[config.mk]
export PLATFORM = sky130hd
export DESIGN_NAME = decoder_grant_arbiter
export DESIGN_NICKNAME = d
export VERILOG_FILES = /design/src/rtl/decoder_grant_arbiter.sv
export SDC_FILE = /design/constraint.sdc
export NUM_CORES = 1
export LEC_CHECK = 0
export BUFFER_PORTS_ARGS = -buffer_cell sky130_fd_sc_hd__clkbuf_2
export CORE_ASPECT_RATIO = 1.1
export CORE_MARGIN = 1
export CORE_UTILIZATION = 35
export DETAILED_ROUTE_END_ITERATION = 6
export PLACE_DENSITY = 0.54
export SYNTH_ARGS = -nofsm -noshare
export SYNTH_HDL_FRONTEND = slang
export SYNTH_SLANG_ARGS = --single-unit
[constraint.sdc]
create_clock -name clk -period 5.3 [get_ports clk]
set_input_delay 0.265 -clock clk [delete_from_list [all_inputs] [get_ports clk]]
set_output_delay 0.265 -clock clk [all_outputs]
set_load 0.01 [all_outputs]
[src/rtl/decoder_grant_arbiter.sv]
// Round-robin owner arbiter for a shared 3-to-8 one-hot select.
// Registered index/enable feed the decode; gnt is their decoded form.
module decoder_grant_arbiter #(
    parameter int MAX_HOLD = 16,
    parameter int HOLD_W   = 8
) (
    input  logic              clk,
    input  logic              rst_n,
    input  logic              arb_en,
    input  logic [7:0]        req,
    output logic [7:0]        gnt,
    output logic [2:0]        gnt_idx,
    output logic              gnt_valid,
    output logic [HOLD_W-1:0] hold_cnt
);

    typedef enum logic {IDLE, GRANT} state_e;

    localparam bit HOLD_EN = (MAX_HOLD != 0);
    localparam logic [HOLD_W-1:0] HOLD_LAST =
        (MAX_HOLD > 0) ? HOLD_W'(MAX_HOLD - 1) : '0;

    state_e            state_q, state_d;
    logic [2:0]        idx_q, idx_d;
    logic [2:0]        ptr_q, ptr_d;
    logic              valid_q, valid_d;
    logic [HOLD_W-1:0] hold_q, hold_d;

    logic [7:0] others;
    logic [7:0] cand;
    logic [3:0] pick;
    logic       win_ok;
    logic [2:0] win;
    logic       rel;
    logic       timeout;

    // First set bit of v scanning upward from p+1; the bit at p is seen last.
    function automatic logic [3:0] rr_pick(input logic [7:0] v,
                                           input logic [2:0] p);
        logic [2:0] k;
        logic [3:0] r;
        r = '0;
        for (int i = 1; i <= 8; i++) begin
            k = p + 3'(i);
            if (!r[3] && v[k]) r = {1'b1, k};
        end
        return r;
    endfunction

    always_comb begin
        others  = req & ~(8'b1 << idx_q);
        rel     = !req[idx_q];
        timeout = HOLD_EN && (hold_q == HOLD_LAST) && (|others);
        cand    = (state_q == GRANT) ? others : req;
        pick    = rr_pick(cand, ptr_q);
        win_ok  = pick[3];
        win     = pick[2:0];
    end

    always_ff @(posedge clk or negedge rst_n) begin
        if (!rst_n) begin
            state_q <= IDLE;
            idx_q   <= '0;
            ptr_q   <= 3'd7;
            valid_q <= 1'b0;
            hold_q  <= '0;
        end else begin
            state_q <= state_d;
            idx_q   <= idx_d;
            ptr_q   <= ptr_d;
            valid_q <= valid_d;
            hold_q  <= hold_d;
        end
    end

    always_comb begin
        state_d = state_q;
        unique case (state_q)
            IDLE:    if (arb_en && win_ok) state_d = GRANT;
            GRANT: begin
                if (!arb_en)              state_d = IDLE;
                else if (rel && !win_ok)  state_d = IDLE;
            end
            default: state_d = IDLE;
        endcase
    end

    always_comb begin
        idx_d   = idx_q;
        ptr_d   = ptr_q;
        valid_d = valid_q;
        hold_d  = hold_q;
        unique case (state_q)
            IDLE: begin
                if (arb_en && win_ok) begin
                    valid_d = 1'b1;
                    idx_d   = win;
                    ptr_d   = win;
                    hold_d  = '0;
                end else begin
                    valid_d = 1'b0;
                    idx_d   = '0;
                    hold_d  = '0;
                end
            end
            GRANT: begin
                if (!arb_en) begin
                    valid_d = 1'b0;
                    idx_d   = '0;
                    hold_d  = '0;
                end else if (rel || timeout) begin
                    // Release wins over timeout; both hand over to the next winner.
                    if (win_ok) begin
                        valid_d = 1'b1;
                        idx_d   = win;
                        ptr_d   = win;
                    end else begin
                        valid_d = 1'b0;
                        idx_d   = '0;
                    end
                    hold_d = '0;
                end else if (hold_q != '1) begin
                    hold_d = hold_q + 1'b1;
                end
            end
            default: begin
                valid_d = 1'b0;
                idx_d   = '0;
                hold_d  = '0;
            end
        endcase
    end

    assign gnt       = valid_q ? (8'b1 << idx_q) : 8'h00;
    assign gnt_idx   = idx_q;
    assign gnt_valid = valid_q;
    assign hold_cnt  = hold_q;

endmodule

==> flow_results.org, run 1 <==
** Pwr
- Across the VDD grid, the largest voltage drop is 0.234 mV.
- Total leakage power :: 0.967 nW
- In this run the power density over the cells is 657 nW/µm².

** Clock tree
- The number of hold buffers added after CTS was 1.
- Root Buffer :: clkbuf_8
- Gates resized during post-CTS repair numbered 0.
- H-tree lvl count :: 1
- The clock net in this run drives a total of 16 sinks.
- Total CTS buffers :: 3
- After clock tree synthesis, the clock-pin slew on the worst setup and hold paths is 0.06 ns.
- In this run the post-CTS setup repair buffer count came out at 0.
- Number of buffers on the longest clock path :: 2
- The later pin in the worst-skew pair is clocked with a latency of 0.25 ns.
- TritonCTS built the clock tree.

** Setup path
- The signal on the critical path passes through inv_1 -> ha_1 -> o32ai_1 -> nor3_1 -> or4_1 -> and3_1 -> a31oi_1 -> o211ai_1 -> o211ai_1.
- By instance count, the cell type seen most on the critical path is o211ai_1.
- For the worst setup path, the data arrival time is 4.40 ns.
- The worst setup path is of the register to register kind.
- STA classifies the critical path startpoint as a register.
- Data required time at the worst endpoint :: 5.47 ns
- On the critical path, the stage with the largest delay is an instance of dfstp_2.
- In this run the worst path has a maximum fanout of 19.
- On the critical path the largest part of the delay comes from compound AO/OA/AOI/OAI gates.
- Type of element capturing the critical path :: register
- Worst stage delay on the critical path :: 0.79 ns
- The number of buffers and inverters on the critical path is 1.

** Die
- Y dimension of the die :: 81.5 µm
- Die extent in x :: 74.3 µm
- Initial core utilization :: 0.368
- The region available for standard cell placement spans 5470 µm².
- The die covers 6060 µm².
- Count of pins on the block boundary :: 31
- The floorplan has 28 rows.

** Placement
- During placement, the flow inserted port buffers numbering 30.
- At the end of routability-driven placement, the weighted congestion stood at 0.850.
- Post-DP HPWL :: 4.32 mm

** Status
- Outcome :: complete, no violations

** Finish
- After the last flow step, the layout net total stands at 284.
- Of the cells placed in the final design, the portion with a size suffix greater than 1 is 0.201.
- 0 antenna diodes ended up in the layout.
- Fill cell count :: 595
- Relative to the synthesized area, the layout overhead comes to 12.3%.
- Multi-input combinational cell area :: 1500 µm²
- Across the whole layout, storage elements account for 404 µm².

** Global route
- Summed over all layers, the global routing overflow is 0.
- First-pass GRT wire length :: 9.29 mm
- Entering global routing, the biggest net connects 21 pins.
- The number of antenna violations at the first check in global routing is 0.
- Combined global-route utilization of all metal layers :: 0.198
- Via count of the first global-routing pass :: 1763

** STA
- Counting I/O delays and the setup requirement, the final critical path takes 4.23 ns.
- Final hold vios :: 0
- Setup repair after global routing missed its margin :: no
- Transition time of the tightest slew-check pin :: 0.675 ns
- Number of pins with negative max-slew slack in the final report :: 0
- For this run, the top clock speed supported by timing is 0.237 GHz.
- Setup violations remaining at the end of the flow were counted as 0.
- In the finished design, the share of the clock period the worst path needs comes to 0.798.
- Worst clock skew :: 0.00133 ns
- In this run the tightest slew margin relative to its limit is 0.545.
- Across all hold checks on the routed design, the worst slack comes to 0.272 ns.
- After routing, the total negative slack on setup checks comes to 0 ns.

** Yosys
- Mean post-synth cell area :: 8.12 µm²
- Cell accounting for the most synthesized area :: dfrtp_1
- Nets in the synthesized netlist :: 262
- Main area contributors after synthesis :: dfrtp_1, mux2i_1, o32ai_1, nand2_1, mux4_2
- Post-synth ARST share :: 1.00
- YS warnings :: 0
- Synthesis inferred 16 register bits.
- For this run, the register share of the synthesized area comes to 0.201.
- The most common cell in the synthesized netlist is nand2_1.
- Post-Syn Instances :: 248
- After synthesis the cells add up to 2010 µm².
- The synthesized netlist contains 58 unique library cells.
- Count of flip-flops with a built-in enable after synthesis :: 0
- For this run, the leading register cell type out of synthesis is dfrtp_1.
- Fraction of post-synthesis cell area in the top cell type by area :: 0.162
- Ranked by instance count, the synthesized netlist is headed by nand2_1, nor2_1, dfrtp_1, inv_1.

** Run
- Across the run, the number of max-cap violations was 0.

** Drt
- Post-detailed-route DRC marker count :: 0
- WL per Instance :: 16.6 µm
- Via density per instance :: 5.88
- The first detailed-routing pass took 4 iterations.
- In this run, the number of DRC markers left after iteration 0 of detailed routing was 165.
- Total vias in the final route :: 2023
- After detailed routing, the total wire length is 5.71 mm.
- In this run the remaining antenna-violating nets after routing total 0.

** Hold path
- The tightest min-delay check is of the primary input to register type.
## state kept, by name, summed over array words and instances, names as in the netlist
register	count
state_q	1
gnt_idx	3
ptr_q	3
gnt_valid	1
hold_cnt	8
## worst reg2reg max path, stage by stage (launching register included)
cell	delay, ns
dfstp_2	0.79
inv_1	0.31
ha_1	0.58
o32ai_1	0.54
nor3_1	0.12
or4_1	0.66
and3_1	0.25
a31oi_1	0.47
o211ai_1	0.25
o211ai_1	0.16
## metal layers
layer	global-route usage	vias up	part of all wire
li1	-	1003	-
met1	0.287	949	0.49
met2	0.319	66	0.46
met3	0.0160	5	0.045
met4	0.0472	0	0.0084
met5	0	-	0
## power by group
part	switching, mW	internal (mW)
logic	0.634	0.470
clock network	0.0434	0.0660
registers	0.114	0.159
total	0.791	0.695
## placed cells by master (no fill, tap or decap), types with 3 or more instances in the layout
master,n
nor2_1,20
and3_1,3
ha_1,3
nand3_1,10
dfrtp_1,13
mux2i_1,11
a211oi_1,4
a21oi_1,7
o21ai_0,7
nor3_1,10
dfstp_2,3
a31oi_1,4
mux4_2,4
and4b_1,3
and2_1,3
nand2_1,27
or3_1,3
clkbuf_2,30
o22ai_1,7
a32o_1,3
clkbuf_8,4
nand2b_1,10
o32ai_1,12
mux2_2,5
xnor2_1,3
nor2b_1,5
inv_1,13
o211ai_1,5
xor2_1,3
## final cells by class
type / instances / share of cell area
inverter: 13 / 0.0216
timing repair buffer: 31 / 0.0708
sequential: 16 / 0.179
clock buffer: 4 / 0.0243
tap: 75 / 0.0415
multi-input combinational: 205 / 0.663
## cells by family after synthesis
logic type,after synthesis,share of synthesized area
simple gates,110,0.308
buf+inv,27,0.0547
compound gates,65,0.252
flops,16,0.201
mux,21,0.140
xor+xnor,6,0.0261
fa+ha+maj,3,0.0186
## through the flow
stage	utilization	power, mW	instance area [µm²]	instances	setup slack, ns
floorplan	-	1.11	2010	248	1.58
global placement	0.402	1.37	2200	339	1.36
detailed placement	0.402	1.35	2200	339	1.21
CTS	0.414	1.47	2260	344	1.19
global route	0.414	1.59	2260	344	0.844
finish	0.414	1.49	2260	344	1.07
## final timing paths
check / start / to / slack [ns] / depth (start not counted)
worst min register to register: gnt_valid / gnt_valid / 0.55 / 1
min in group asynchronous: rst_n / gnt_idx[2] / 0.47 / 2
worst max-delay path: ptr_q[0] / gnt_idx[2] / 1.07 / 9
max in group asynchronous: rst_n / ptr_q[2] / 4.51 / 2
worst min-delay path: arb_en / state_q / 0.27 / 2
worst max register to register: ptr_q[0] / gnt_idx[2] / 1.07 / 9
(Power assumes the default switching activity.)
==> inputs of run 2 (changes only) <==
- clock period: 5.3 -> 4.15 ns (I/O delays scaled with it)
==> flow_results.org, run 2 (synthesis gave the netlist of run 1 again) <==
** Status
- The run finished with clean final reports.

** Finish
- Post-Layout Cell Count :: 351
- Multi-input combinational cell area :: 1500 µm²
- Post-synthesis to final-layout area growth :: 14.4%
- Most frequent cells in the layout :: clkbuf_2, nand2_1, nor2_1
- Across the whole layout, storage elements account for 404 µm².
- Counting the fill cells in the layout gives 599.
- The number of antenna diodes in the final layout is 0.
- After routing the design area is 2300 µm².
- Leaving out fill and tap cells, the most frequent cell in the layout is clkbuf_2.
- Of the cells placed in the final design, the portion with a size suffix greater than 1 is 0.217.
- Max reg flops :: 8
- Number of nets in the layout :: 291

** Run
- Maximum Capacitance Violations :: 0

** STA
- Setup violations remaining at the end of the flow were counted as 0.
- At the pin with the least slew margin, the transition time is 0.754 ns.
- The total count of max-transition violations in the final report was 0.
- Relative slew slack :: 0.496
- Setup Total Neg Slack :: 0 ns
- The worst path in the final design needs a cycle of 3.43 ns, including I/O delays and setup.
- Worst clock skew :: 0.00564 ns
- Of the available clock period, the critical path in the final layout requires 0.827.
- Final hold vios :: 0
- Setup repair after global routing left no endpoint under its margin.
- For this run, the top clock speed supported by timing is 0.291 GHz.

** Setup path
- WP data arrival :: 3.59 ns
- Peak fanout along the critical path :: 20
- The worst setup path is of the register to register kind.
- Startpoint of the most critical register-to-register path :: gnt_idx[0]
- CP bufs+invs :: 0
- Crit start category :: register
- Worst-path cell chain :: or4b_4 -> a32o_1 -> mux4_2 -> o21ba_4 -> nand3_4 -> or3b_4 -> or4b_4 -> o211ai_1
- In this run the worst setup path begins at gnt_idx[0].
- Cell family with the largest share of critical-path delay :: simple AND/OR/NAND/NOR gates
- Among all stages on the critical path, the largest delay is contributed by or4b_4.
- Library cell appearing most often on the critical path :: or4b_4
- Worst stage delay on the critical path :: 0.59 ns
- Data required time at the worst endpoint :: 4.30 ns
- Type of element capturing the critical path :: register

** Hold path
- Start point of the worst hold path :: arb_en
- The tightest min-delay check is of the primary input to register type.

** Clock tree
- H-tree lvl count :: 1
- The later pin in the worst-skew pair is clocked with a latency of 0.24 ns.
- Buffers added to address setup during post-CTS repair amount to 0.
- Clock tree synthesis inserted a total of 3 buffers.
- Clock-pin slew was measured on the worst setup and hold paths at 0.06 ns.
- Number of resized instances in the post-cts repair step :: 0
- In this run the deepest clock path goes through 2 buffers.
- The tree is rooted in a clkbuf_8.
- TritonCTS built the clock tree.
- The number of hold buffers added after CTS was 1.
- Number of clock sinks :: 16

** Placement
- The number of placed instances, taps included, is 346.
- Post-DP HPWL :: 4.30 mm
- Placed Area :: 2250 µm²
- Routability-driven placement finished with a final weighted congestion of 0.849.
- In this run the tool buffered the top-level ports with 30 buffer cells.

** Die
- Die extent in x :: 74.3 µm
- Initial core utilization :: 0.368
- Die Outline Area :: 6060 µm²
- After floorplanning, the core was divided into 28 placement rows.
- Core Footprint :: 5470 µm²
- The floorplan step set the die height to 81.5 µm.
- Count of pins on the block boundary :: 31

** Pwr
- Maximum ir drop on the vdd rail :: 0.360 mV
- Dividing total power by cell area gives a power density of 826 nW/µm².
- For this design the static power due to leakage is 0.995 nW.
- Overall power :: 1.90 mW

** Global route
- Combined global-route utilization of all metal layers :: 0.191
- Residual overflow from global routing :: 0
- Via count of the first global-routing pass :: 1799
- The number of antenna violations at the first check in global routing was 0.
- First-pass GRT wire length :: 9.05 mm
- Entering global routing, the biggest net connects 21 pins.

** Drt
- Router iterations before antenna repair :: 4
- Dividing the detail-routed wire length by the instance count gives 15.6 µm.
- Using the TritonRoute via totals, the vias-per-cell ratio works out to 5.68.
- Drt initial violations :: 103
- Post-detailed-route DRC marker count :: 0
- Antenna viol nets, final :: 0
- The routed design has 5.46 mm of wire.
- Total vias in the final route :: 1993
-- run 2: cell types whose count changed in the layout (fill, tap and decap cells not counted), sizes merged --
cell	change
buf	+7
-- run 2: metal layers --
| layer | part of all wire | track usage | vias up |
|---|---|---|---|
| met2 | 0.46 | 0.305 | 51 |
| li1 | - | - | 1012 |
| met1 | 0.49 | 0.277 | 926 |
| met5 | 0 | 0 | - |
| met4 | 0.0097 | 0.0509 | 0 |
| met3 | 0.045 | 0.0135 | 4 |
-- run 2: metrics by stage --
step / utilization / hold WS (ns) / setup WS, ns
floorplan: - / -0.0881 / 0.426
global placement: 0.411 / 0.154 / 0.745
detailed placement: 0.411 / 0.160 / 0.716
CTS: 0.421 / 0.213 / 0.707
global route: 0.421 / 0.238 / 0.518
finish: 0.421 / 0.217 / 0.717
-- run 2: layout make-up --
cell class,count,area share
Inverter,13,0.0212
Multi-Input combinational cell,205,0.651
Timing Repair Buffer,38,0.0923
Clock buffer,4,0.0196
Tap cell,75,0.0407
Sequential cell,16,0.175
-- run 2: power by group --
group          leakage (nW)  internal, mW  total (mW)  switching, mW
sequential            0.206         0.201       0.280         0.0791
combinational         0.766         0.644        1.51          0.862
clock                0.0228        0.0679       0.117         0.0491
total                 0.995         0.913        1.90          0.990
-- run 2: worst paths after layout --
| kind | endpoint | cells past startpoint | slack [ns] |
|---|---|---|---|
| setup / recovery | gnt_idx[2] | 8 | 0.72 |
| hold / removal | state_q | 2 | 0.22 |
| setup reg to reg | gnt_idx[2] | 8 | 0.72 |
| min in group asynchronous | hold_cnt[1] | 2 | 0.42 |
| max in group asynchronous | ptr_q[0] | 2 | 3.40 |
| hold reg to reg | gnt_valid | 1 | 0.55 |
